### src/rtl/VGA_item_pack.sv
// Shared definitions for the VGA pixel streamer.
// - COLOR_WIDTH: bits per colour channel.
// - DEF_*: default 640x480@60 timing (pixel clocks / lines).
// - vga_pixel_t: one RGB pixel, used both for the incoming stream and the
//   registered output colour.
package VGA_item_pack;

   localparam int COLOR_WIDTH = 4;

   // 640x480@60 horizontal timing, in pixel clocks
   localparam int DEF_H_ACTIVE = 640;
   localparam int DEF_H_FP     = 16;
   localparam int DEF_H_SYNC   = 96;
   localparam int DEF_H_BP     = 48;

   // 640x480@60 vertical timing, in lines
   localparam int DEF_V_ACTIVE = 480;
   localparam int DEF_V_FP     = 10;
   localparam int DEF_V_SYNC   = 2;
   localparam int DEF_V_BP     = 33;

   typedef struct packed {
      logic [COLOR_WIDTH-1:0] red;
      logic [COLOR_WIDTH-1:0] green;
      logic [COLOR_WIDTH-1:0] blue;
   } vga_pixel_t;

endpackage

### src/rtl/vga_timing_counter.sv
// Raster position counters for the VGA pixel streamer.
// Ports:
//   clk, rst     - pixel clock, synchronous active-high reset
//   en           - run enable; low parks the counters at (0,0)
//   h_cnt, v_cnt - current raster position
//   active       - position is inside the visible area
//   hs_on, vs_on - position is inside the horizontal / vertical sync pulse
//   frame_first  - position is the first pixel of a frame (0,0)
module vga_timing_counter
   import VGA_item_pack::*;
#(
   parameter int H_ACTIVE = DEF_H_ACTIVE,
   parameter int H_FP     = DEF_H_FP,
   parameter int H_SYNC   = DEF_H_SYNC,
   parameter int H_BP     = DEF_H_BP,
   parameter int V_ACTIVE = DEF_V_ACTIVE,
   parameter int V_FP     = DEF_V_FP,
   parameter int V_SYNC   = DEF_V_SYNC,
   parameter int V_BP     = DEF_V_BP,
   localparam int H_TOTAL = H_ACTIVE + H_FP + H_SYNC + H_BP,
   localparam int V_TOTAL = V_ACTIVE + V_FP + V_SYNC + V_BP,
   localparam int HW      = $clog2(H_TOTAL),
   localparam int VW      = $clog2(V_TOTAL)
) (
   input  logic          clk,
   input  logic          rst,
   input  logic          en,
   output logic [HW-1:0] h_cnt,
   output logic [VW-1:0] v_cnt,
   output logic          active,
   output logic          hs_on,
   output logic          vs_on,
   output logic          frame_first
);

   localparam logic [HW-1:0] H_LAST     = HW'(H_TOTAL - 1);
   localparam logic [VW-1:0] V_LAST     = VW'(V_TOTAL - 1);
   localparam logic [HW-1:0] H_VIS      = HW'(H_ACTIVE);
   localparam logic [VW-1:0] V_VIS      = VW'(V_ACTIVE);
   localparam logic [HW-1:0] HS_FIRST   = HW'(H_ACTIVE + H_FP);
   localparam logic [HW-1:0] HS_LAST    = HW'(H_ACTIVE + H_FP + H_SYNC - 1);
   localparam logic [VW-1:0] VS_FIRST   = VW'(V_ACTIVE + V_FP);
   localparam logic [VW-1:0] VS_LAST    = VW'(V_ACTIVE + V_FP + V_SYNC - 1);

   logic [HW-1:0] h_cnt_q, h_cnt_d;
   logic [VW-1:0] v_cnt_q, v_cnt_d;

   // The line counter only moves on the last pixel of a line, so both
   // counters wrap on the same clock at the end of a frame.
   always_comb begin
      h_cnt_d = h_cnt_q + 1'b1;
      v_cnt_d = v_cnt_q;
      if (h_cnt_q == H_LAST) begin
         h_cnt_d = '0;
         v_cnt_d = (v_cnt_q == V_LAST) ? '0 : v_cnt_q + 1'b1;
      end
   end

   always_ff @(posedge clk) begin
      if (rst || !en) begin
         h_cnt_q <= '0;
         v_cnt_q <= '0;
      end else begin
         h_cnt_q <= h_cnt_d;
         v_cnt_q <= v_cnt_d;
      end
   end

   assign h_cnt       = h_cnt_q;
   assign v_cnt       = v_cnt_q;
   assign active      = (h_cnt_q < H_VIS) && (v_cnt_q < V_VIS);
   assign hs_on       = (h_cnt_q >= HS_FIRST) && (h_cnt_q <= HS_LAST);
   assign vs_on       = (v_cnt_q >= VS_FIRST) && (v_cnt_q <= VS_LAST);
   assign frame_first = (h_cnt_q == '0) && (v_cnt_q == '0);

endmodule

### src/rtl/vga_pixel_streamer.sv
// Turns a valid/ready pixel stream into registered VGA sync + colour outputs.
// Ports:
//   clk, rst           - pixel clock, synchronous active-high reset
//   en                 - run enable; low idles the outputs and restarts the frame
//   in_valid/in_ready  - pixel stream handshake (ready only on active pixels)
//   in_red/green/blue  - pixel colour
//   underflow_clr      - clears the sticky underflow flag
//   HSync, VSync       - sync outputs, polarity set by SYNC_ACTIVE_LOW
//   RED, GREEN, BLUE   - colour outputs (black in blanking)
//   frame_start        - pulse alongside the first output pixel of a frame
//   underflow          - sticky: an active pixel had no valid input
module vga_pixel_streamer
   import VGA_item_pack::*;
#(
   parameter int H_ACTIVE        = DEF_H_ACTIVE,
   parameter int H_FP            = DEF_H_FP,
   parameter int H_SYNC          = DEF_H_SYNC,
   parameter int H_BP            = DEF_H_BP,
   parameter int V_ACTIVE        = DEF_V_ACTIVE,
   parameter int V_FP            = DEF_V_FP,
   parameter int V_SYNC          = DEF_V_SYNC,
   parameter int V_BP            = DEF_V_BP,
   parameter bit SYNC_ACTIVE_LOW = 1'b1
) (
   input  logic                   clk,
   input  logic                   rst,
   input  logic                   en,
   input  logic                   in_valid,
   output logic                   in_ready,
   input  logic [COLOR_WIDTH-1:0] in_red,
   input  logic [COLOR_WIDTH-1:0] in_green,
   input  logic [COLOR_WIDTH-1:0] in_blue,
   input  logic                   underflow_clr,
   output logic                   HSync,
   output logic                   VSync,
   output logic [COLOR_WIDTH-1:0] RED,
   output logic [COLOR_WIDTH-1:0] GREEN,
   output logic [COLOR_WIDTH-1:0] BLUE,
   output logic                   frame_start,
   output logic                   underflow
);

   localparam int HW = $clog2(H_ACTIVE + H_FP + H_SYNC + H_BP);
   localparam int VW = $clog2(V_ACTIVE + V_FP + V_SYNC + V_BP);

   logic [HW-1:0] h_cnt;
   logic [VW-1:0] v_cnt;
   logic          active, hs_on, vs_on, frame_first;
   logic          xfer;
   vga_pixel_t    pix_in;

   vga_pixel_t rgb_q, rgb_d;
   logic       hsync_q, hsync_d;
   logic       vsync_q, vsync_d;
   logic       fs_q, fs_d;
   logic       uf_q, uf_d;

   vga_timing_counter #(
      .H_ACTIVE (H_ACTIVE),
      .H_FP     (H_FP),
      .H_SYNC   (H_SYNC),
      .H_BP     (H_BP),
      .V_ACTIVE (V_ACTIVE),
      .V_FP     (V_FP),
      .V_SYNC   (V_SYNC),
      .V_BP     (V_BP)
   ) u_timing (
      .clk         (clk),
      .rst         (rst),
      .en          (en),
      .h_cnt       (h_cnt),
      .v_cnt       (v_cnt),
      .active      (active),
      .hs_on       (hs_on),
      .vs_on       (vs_on),
      .frame_first (frame_first)
   );

   // Raw position is only a debug aid at this level.
   logic unused_cnt;
   assign unused_cnt = ^{h_cnt, v_cnt};

   assign pix_in = '{red: in_red, green: in_green, blue: in_blue};

   // Ready follows the raster, never the upstream valid. The rst term keeps
   // ready low while the counters may still hold a mid-frame position.
   assign in_ready = en && active && !rst;
   assign xfer     = in_valid && in_ready;

   // Next-state values for a running (enabled, not in reset) cycle.
   always_comb begin
      rgb_d   = xfer ? pix_in : '0;
      hsync_d = hs_on ^ SYNC_ACTIVE_LOW;
      vsync_d = vs_on ^ SYNC_ACTIVE_LOW;
      fs_d    = frame_first;
      uf_d    = uf_q;
      // A new starvation beats a simultaneous clear.
      if (active && !in_valid) begin
         uf_d = 1'b1;
      end else if (underflow_clr) begin
         uf_d = 1'b0;
      end
   end

   always_ff @(posedge clk) begin
      if (rst) begin
         rgb_q   <= '0;
         hsync_q <= SYNC_ACTIVE_LOW;
         vsync_q <= SYNC_ACTIVE_LOW;
         fs_q    <= 1'b0;
         uf_q    <= 1'b0;
      end else if (!en) begin
         // Idle looks like reset, but the underflow history is kept.
         rgb_q   <= '0;
         hsync_q <= SYNC_ACTIVE_LOW;
         vsync_q <= SYNC_ACTIVE_LOW;
         fs_q    <= 1'b0;
      end else begin
         rgb_q   <= rgb_d;
         hsync_q <= hsync_d;
         vsync_q <= vsync_d;
         fs_q    <= fs_d;
         uf_q    <= uf_d;
      end
   end

   assign RED         = rgb_q.red;
   assign GREEN       = rgb_q.green;
   assign BLUE        = rgb_q.blue;
   assign HSync       = hsync_q;
   assign VSync       = vsync_q;
   assign frame_start = fs_q;
   assign underflow   = uf_q;

endmodule

### config.mk
export PLATFORM = sky130hd
export DESIGN_NAME = vga_pixel_streamer
export DESIGN_NICKNAME = d
export VERILOG_FILES = /design/src/rtl/VGA_item_pack.sv /design/src/rtl/vga_timing_counter.sv /design/src/rtl/vga_pixel_streamer.sv
export SDC_FILE = /design/constraint.sdc
export NUM_CORES = 1
export LEC_CHECK = 0
export CAP_MARGIN = 30
export CORE_MARGIN = 4
export CORE_UTILIZATION = 53
export DETAILED_ROUTE_END_ITERATION = 12
export PLACE_DENSITY = 0.83
export SLEW_MARGIN = 0
export SYNTH_ARGS = -nofsm -noshare
export SYNTH_HDL_FRONTEND = slang
export SYNTH_HIERARCHICAL = 1
export SYNTH_SLANG_ARGS = --single-unit
### constraint.sdc
create_clock -name clk -period 4.7 [get_ports clk]
set_input_delay 1.41 -clock clk [delete_from_list [all_inputs] [get_ports clk]]
set_output_delay 1.41 -clock clk [all_outputs]
set_load 0.05 [all_outputs]
# Word level (Yosys, flattened, before mapping)
# Index checks and enable logic that the tools add are counted.
# op_classes
addsub	2
order_cmp	6
eq_ne	2
mux	3
bitwise_logic	4
n_reduce_logical	19
# ops
operator	count
$add 10x1->10 const B	2
$eq 10x10->1 const B	2
$logic_not 10->1	2
$ge 10x10->1 const B	1
$ge 10x9->1 const B	1
$le 10x10->1 const B	1
$le 10x9->1 const B	1
$lt 10x10->1 const B	1
$lt 10x9->1 const B	1
$mux 10	1
$logic_and 1x1->1	8
$not 1->1	4
$reduce_or 2->1	2
$logic_not 1->1	3
$reduce_or 3->1	1
$mux 1	2
$reduce_and 2->1	1
$reduce_bool 2->1	1
$logic_or 1x1->1	1
# word_totals
reg_bits	36
out_inout_bits	17
wordCells	45

# Logic depth before layout (Yosys ltp)
# Gate-level depths: netlist (run 1).
# depth
depth_word	7
ltp_mapped	6

# Cells and area by module
# The synthesis (run 1) kept the hierarchy.
# by_module_without_submodules
module	instances	cells_each	area_each_um2	seq_area_each_um2
vga_timing_counter	1	125	1103.6	400.4
vga_pixel_streamer	1	39	491.7	320.3

# Worst setup path before layout (run 1)
# OpenSTA, ideal clock, no wires.
# synth_path
path_type	input -> output
from	input en
to	output in_ready
arrival_time_ns	2.109
t_required_ns	3.290
slack_ns	1.181
path_stages	2
path_buffers	0
path_cell_list	nand2_1 > nor2_1
# synth_via
elab_chain_len	2
# synth_lines
element	line_no	text
start, declared	vga_pixel_streamer.sv:27	input logic en,
$logic_and 1x1->1 (2 in series)	vga_pixel_streamer.sv:87	assign in_ready = en && active && !rst;
end, declared	vga_pixel_streamer.sv:29	output logic in_ready,
# Every way passes these cells.

# Worst setup path after layout (run 1)
# Ends and elaborated chain as after synthesis.

==> results of run 1 <==
==> critical path, cell delays in order <==
cell	delay, ps
clkdlybuf4s50_1	540
nand2_1	90
nor2_1	100
buf_4	210
==> metal layers <==
metal,vias to the layer above,part of all wire,wire [µm],GRT usage
met1,563,0.46,1450,0.209
met4,0,0.019,59,0.0964
met2,44,0.46,1460,0.291
met3,7,0.054,171,0.0540
li1,629,-,-,-
met5,-,0,0,0
==> cell usage in the layout, fill, tap and decap left out, types with 3 or more instances in the layout <==
master           netlist  layout
nand4_1                9       9
clkbuf_4               0       5
nand3_1                5       5
clkdlybuf4s50_1        0      32
and3_1                 4       4
a21oi_1                3       3
and2_1                 5       5
inv_1                  6       6
dfxtp_1               36      36
nor4_1                 4       4
nor3_1                 3       3
nand2b_1               3       3
nand2_1                9       9
o21ai_0                5       5
ha_1                   4       4
xor2_1                 8       8
xnor2_1                5       5
and2_4                10      10
nor2_1                20      20
==> power by group <==
part	switching (mW)	internal, mW
combinational	0.0274	0.0251
clock	0.105	0.111
sequential	0.00202	0.310
total	0.135	0.446
==> area by class of cell <==
cell class	instances	area, µm²
fill	225	812
inverter	6	22.5
multi-input combinational	117	803
clock buffer	5	37.5
sequential	36	721
tap	31	38.8
timing repair buffer	33	328
clock inverter	3	42.5
==> path summary, 6_finish.rpt <==
kind	end	slack (ps)	depth (start not counted)
setup / recovery	in_ready	940	4
hold / removal	u_timing/h_cnt[0]	480	1
setup reg to reg	u_timing/v_cnt[1]	2870	5
hold reg to reg	u_timing/h_cnt[0]	480	1
==> through the flow <==
stage / instance area, µm² / setup slack (ps) / hold slack (ps)
after floorplan: 1600 / 1180 / 441
after global placement: 1910 / 968 / 457
after detailed placement: 1910 / 932 / 464
after CTS: 1990 / 933 / 490
after global routing: 1990 / 864 / 535
final: 1990 / 944 / 483
==> Yosys cell counts (all sizes together) <==
master and count:
dfxtp 36, nor2 20, and2 15, nand4 10
nand2 9, xor2 8, inv 6, nand3 6
o21ai 6, a21oi 5, xnor2 5, and3 4
buf 4, ha 4, nor4 4, nand2b 3
nor3 3, and3b 2, and4 2, or3 2
and2b 1, and4b 1, and4bb 1, clkbuf 1
mux2i 1, nand3b 1, nand4bb 1, nor2b 1
nor4b 1, o32ai 1
==> cell families after synthesis <==
kind of cell / Yosys count / share of synthesized area
xor+xnor: 13 / 0.0714
flops: 36 / 0.452
simple gates: 87 / 0.343
compound gates: 12 / 0.0518
mux: 1 / 0.00627
fa+ha+maj: 4 / 0.0314
buf+inv: 11 / 0.0447
==> state kept, by name, summed over array words and instances, names as in the netlist <==
register        flops
BLUE                4
GREEN               4
HSync               1
RED                 4
VSync               1
frame_start         1
u_timing/h_cnt     10
u_timing/v_cnt     10
underflow           1
==> reports/metrics.yaml, run 1 <==
die-area_um2: 3950
leakagePower_nw: 0.741
cp-startpoint: "en"
outcome: "complete, no violations"
grt_overflow: 0
endpoint_kind: "primary output"
synth_cells: 164
hold_class: "register to register"
globalplace.congestion: 0.808
viasPerCell: 5.38
rsz0062_at_grt: "no"
area_growth_pct: 24.9
drive_gt1_frac: 0.125
first_iter_violations: 31
port-buffer-count: 33
core_um2: 2810
reg2reg_from: "u_timing/h_cnt[1]"
synth_seq_cells: 36
drc_errors: 0
start_kind: "primary input"
syn_nets: 185
synth.top_cell.area_share: 0.452
critPathRequiredTime_ps: 3290
place_hpwl_um: 2370
instances_no_fill: 231
grt_use_total: 0.179
ant_nets: 0
ir_worst_vdd_uv: 188
ctsHoldBuffers: 0
crit_fanout: 6
ys_warn_count: 6
maxCapViolations: 0
synth_top_cell_by_area: "dfxtp_1"
hp-start: "u_timing/h_cnt[0]"
synth-seq-area-share: 0.452
die_h_um: 62.9
hold_violations: 0
slew_violations: 0
diodes: 0
die_x_um: 62.9
cts_tree: "done"
clock_path_buffers: 2
yosys-top-cells-area: "dfxtp_1 45%, and2_4 5.5%, nor2_1 4.7%, xor2_1 4.4%, nand4_1 3.5%"
finalSetupViolCount: 0
antenna_found_initial: 0
fmax_mhz: 266
syn-cell-area_um2: 1600
post-route-min-period_ps: 3760
path_clk_slew_ps: 110
synth.distinct_cells: 35
cts_made_buffers: 5
grt_pass1_vias: 1237
num_rows: 19
worst_slew_pin_slew_ps: 517
fin_util: 0.711
clk_latency_ps: 340
powerDensity_nw_per_um2: 291
final_nets: 220
firstDrtPassIters: 4
root_buffer: "clkbuf_4"
cts_setup_buffers: 0
io_pins: 34
arrival_ps: 2350
clock_sinks: 36
fin_tns_setup_ps: 0
slew-limit-headroom: 0.654
syn_avg_cell_area_um2: 9.73
wl_um: 3150
grt_pass1_wl_um: 5590
wl_per_cell_um: 13.6
timing.final.crit_share: 0.799
placedCellCount: 223
fin_worst_skew_ps: 4.94
crit_type: "primary input to primary output"
totalPowerFinal_mw: 0.580
htree_levels: 2
vias: 1243
grt_max_degree: 13
cts_resized: 0
start_util: 0.569
No activity file was read; power rests on OpenSTA's default activity.
==> run 2: changes to the inputs <==
--- a/config.mk
+++ b/config.mk
@@ -7,9 +7,9 @@
 export LEC_CHECK = 0
 export CAP_MARGIN = 30
 export CORE_MARGIN = 4
-export CORE_UTILIZATION = 53
+export CORE_UTILIZATION = 50
 export DETAILED_ROUTE_END_ITERATION = 12
-export PLACE_DENSITY = 0.83
+export PLACE_DENSITY = 0.79
 export SLEW_MARGIN = 0
 export SYNTH_ARGS = -nofsm -noshare
 export SYNTH_HDL_FRONTEND = slang
==> constraint.sdc (replaced) <==
create_clock -name clk -period 3.8 [get_ports clk]
set_input_delay 1.14 -clock clk [delete_from_list [all_inputs] [get_ports clk]]
set_output_delay 1.14 -clock clk [all_outputs]
set_load 0.05 [all_outputs]
==> run 2 against run 1 <==
  * Register-to-register slack lost 880 ps
  * Clock power shrank 14%
  * Wire length grew 2.0%
  * Total power grew 9.9%
  * Clock skew shrank 0.52 ps
  * Global-route usage shrank 0.85 points
  * Non-clock buffer count is the same
  * Die area grew 5.2%
==> reports/metrics.yaml, run 2 (synthesis results as in run 1) <==
outcome: "complete, no violations"
cts_tree: "done"
core_um2: 3050
crit_path_cell_trace: "clkdlybuf4s50_1 > nand2_1 > nor2_1 > buf_12"
seqPwrFrac: 0.604
cts_made_buffers: 5
hold_slack_ps: 485
fin_tns_setup_ps: 0
path_clk_slew_ps: 100
use_met1: 0.194
grt_max_degree: 13
clock_sinks: 36
start_kind: "primary input"
cpPeakStageDelay_ps: 550
firstDrtPassIters: 4
post-route-min-period_ps: 3290
die-area_um2: 4160
root_buffer: "clkbuf_4"
critPathRequiredTime_ps: 2660
ctsHoldBuffers: 0
fmax_mhz: 304
endpoint_kind: "primary output"
arrival_ps: 2150
area_growth_pct: 24.6
powerDensity_nw_per_um2: 321
busiest_layer: "met2"
final_cell_mix: "36 x dfxtp_1, 32 x clkdlybuf4s50_1, 20 x nor2_1"
intPower_mw: 0.483
maxCapViolations: 0
grt_pass1_vias: 1222
sw_frac_of_total: 0.242
first_iter_violations: 84
hold_class: "register to register"
power.share.clock: 0.292
drive_gt1_frac: 0.116
diodes: 0
ir_worst_vdd_uv: 207
num_rows: 20
clock_path_buffers: 2
met3_usage: 0.0589
die_x_um: 64.5
globalplace.congestion: 0.882
leakagePower_nw: 0.732
wl_um: 3210
grt_overflow: 0
cts_resized: 0
port-buffer-count: 33
instances_no_fill: 243
cts_setup_buffers: 0
crit_fanout: 6
slew_violations: 0
timing.final.crit_share: 0.865
layout_commonest_cell: "dfxtp_1"
ant_nets: 0
wl_per_cell_um: 13.2
combinationalPowerShare: 0.104
final_nets: 220
rsz0062_at_grt: "no"
fin_worst_skew_ps: 4.42
htree_levels: 2
critPathSlowestCell: "clkdlybuf4s50_1"
clk_latency_ps: 330
crit_type: "primary input to primary output"
vias: 1271
viasPerCell: 5.23
fin_util: 0.651
start_util: 0.523
grtUsageMet2: 0.302
io_pins: 34
place_hpwl_um: 2400
worst_slew_pin_slew_ps: 511
drc_errors: 0
placedCellCount: 236
grt_pass1_wl_um: 5510
finalSetupViolCount: 0
die_h_um: 64.5
slew-limit-headroom: 0.654
antenna_found_initial: 0
switching_power_mw: 0.154
grt_use_total: 0.170
hold_violations: 0
-- run 2: cell types whose count changed in the layout (fill, tap and decap cells not counted) --
cell	previous run	this run
buf_4	1	0
clkbuf_1	0	1
bufinv_16	1	0
buf_12	0	1
clkinvlp_4	1	0
-- run 2: layout make-up --
cell class,count,area [µm²]
Timing Repair Buffer,33,340
Inverter,6,22.5
Fill cell,271,1060
Clock inverter,1,5.00
Sequential cell,36,721
Clock buffer,6,41.3
Tap cell,44,55.1
Multi-Input combinational cell,117,803
-- run 2: worst paths after layout --
kind / start / endpoint / slack [ps] / depth (start not counted)
max: en / in_ready / 510 / 4
min: u_timing/h_cnt[0] / u_timing/h_cnt[0] / 490 / 1
max reg2reg: u_timing/v_cnt[0] / u_timing/v_cnt[4] / 1990 / 6
min reg2reg: u_timing/h_cnt[0] / u_timing/h_cnt[0] / 490 / 1
-- run 2: metal layers --
metal  wire length [µm]  vias up  share of wire
li1                   -      633              -
met1               1380      580           0.43
met2               1550       54           0.48
met3                243        4          0.076
met4                 29        0         0.0090
met5                  0        -              0
-- run 2: critical path, delay by kind of cell --
| family | cells | cell delay [ps] |
|---|---|---|
| buffers and inverters | 2 | 720 |
| and+or+nand+nor | 2 | 280 |
-- run 2: metrics by stage --
step	total power [mW]	worst slack (ps)	area, µm²
CTS	0.645	515	1990
detailed placement	0.460	523	1940
global route	0.673	463	1990
finish	0.638	513	1990
global placement	0.459	578	1940
floorplan	0.428	821	1600
-- run 2: power groups by stage --
stage / logic [mW] / registers, mW / clock network (mW)
finish: 0.0663 / 0.385 / 0.186
global route: 0.0698 / 0.386 / 0.216
CTS: 0.0666 / 0.385 / 0.193
detailed placement: 0.0662 / 0.394 / 0
global placement: 0.0652 / 0.394 / 0
floorplan: 0.0175 / 0.411 / 0
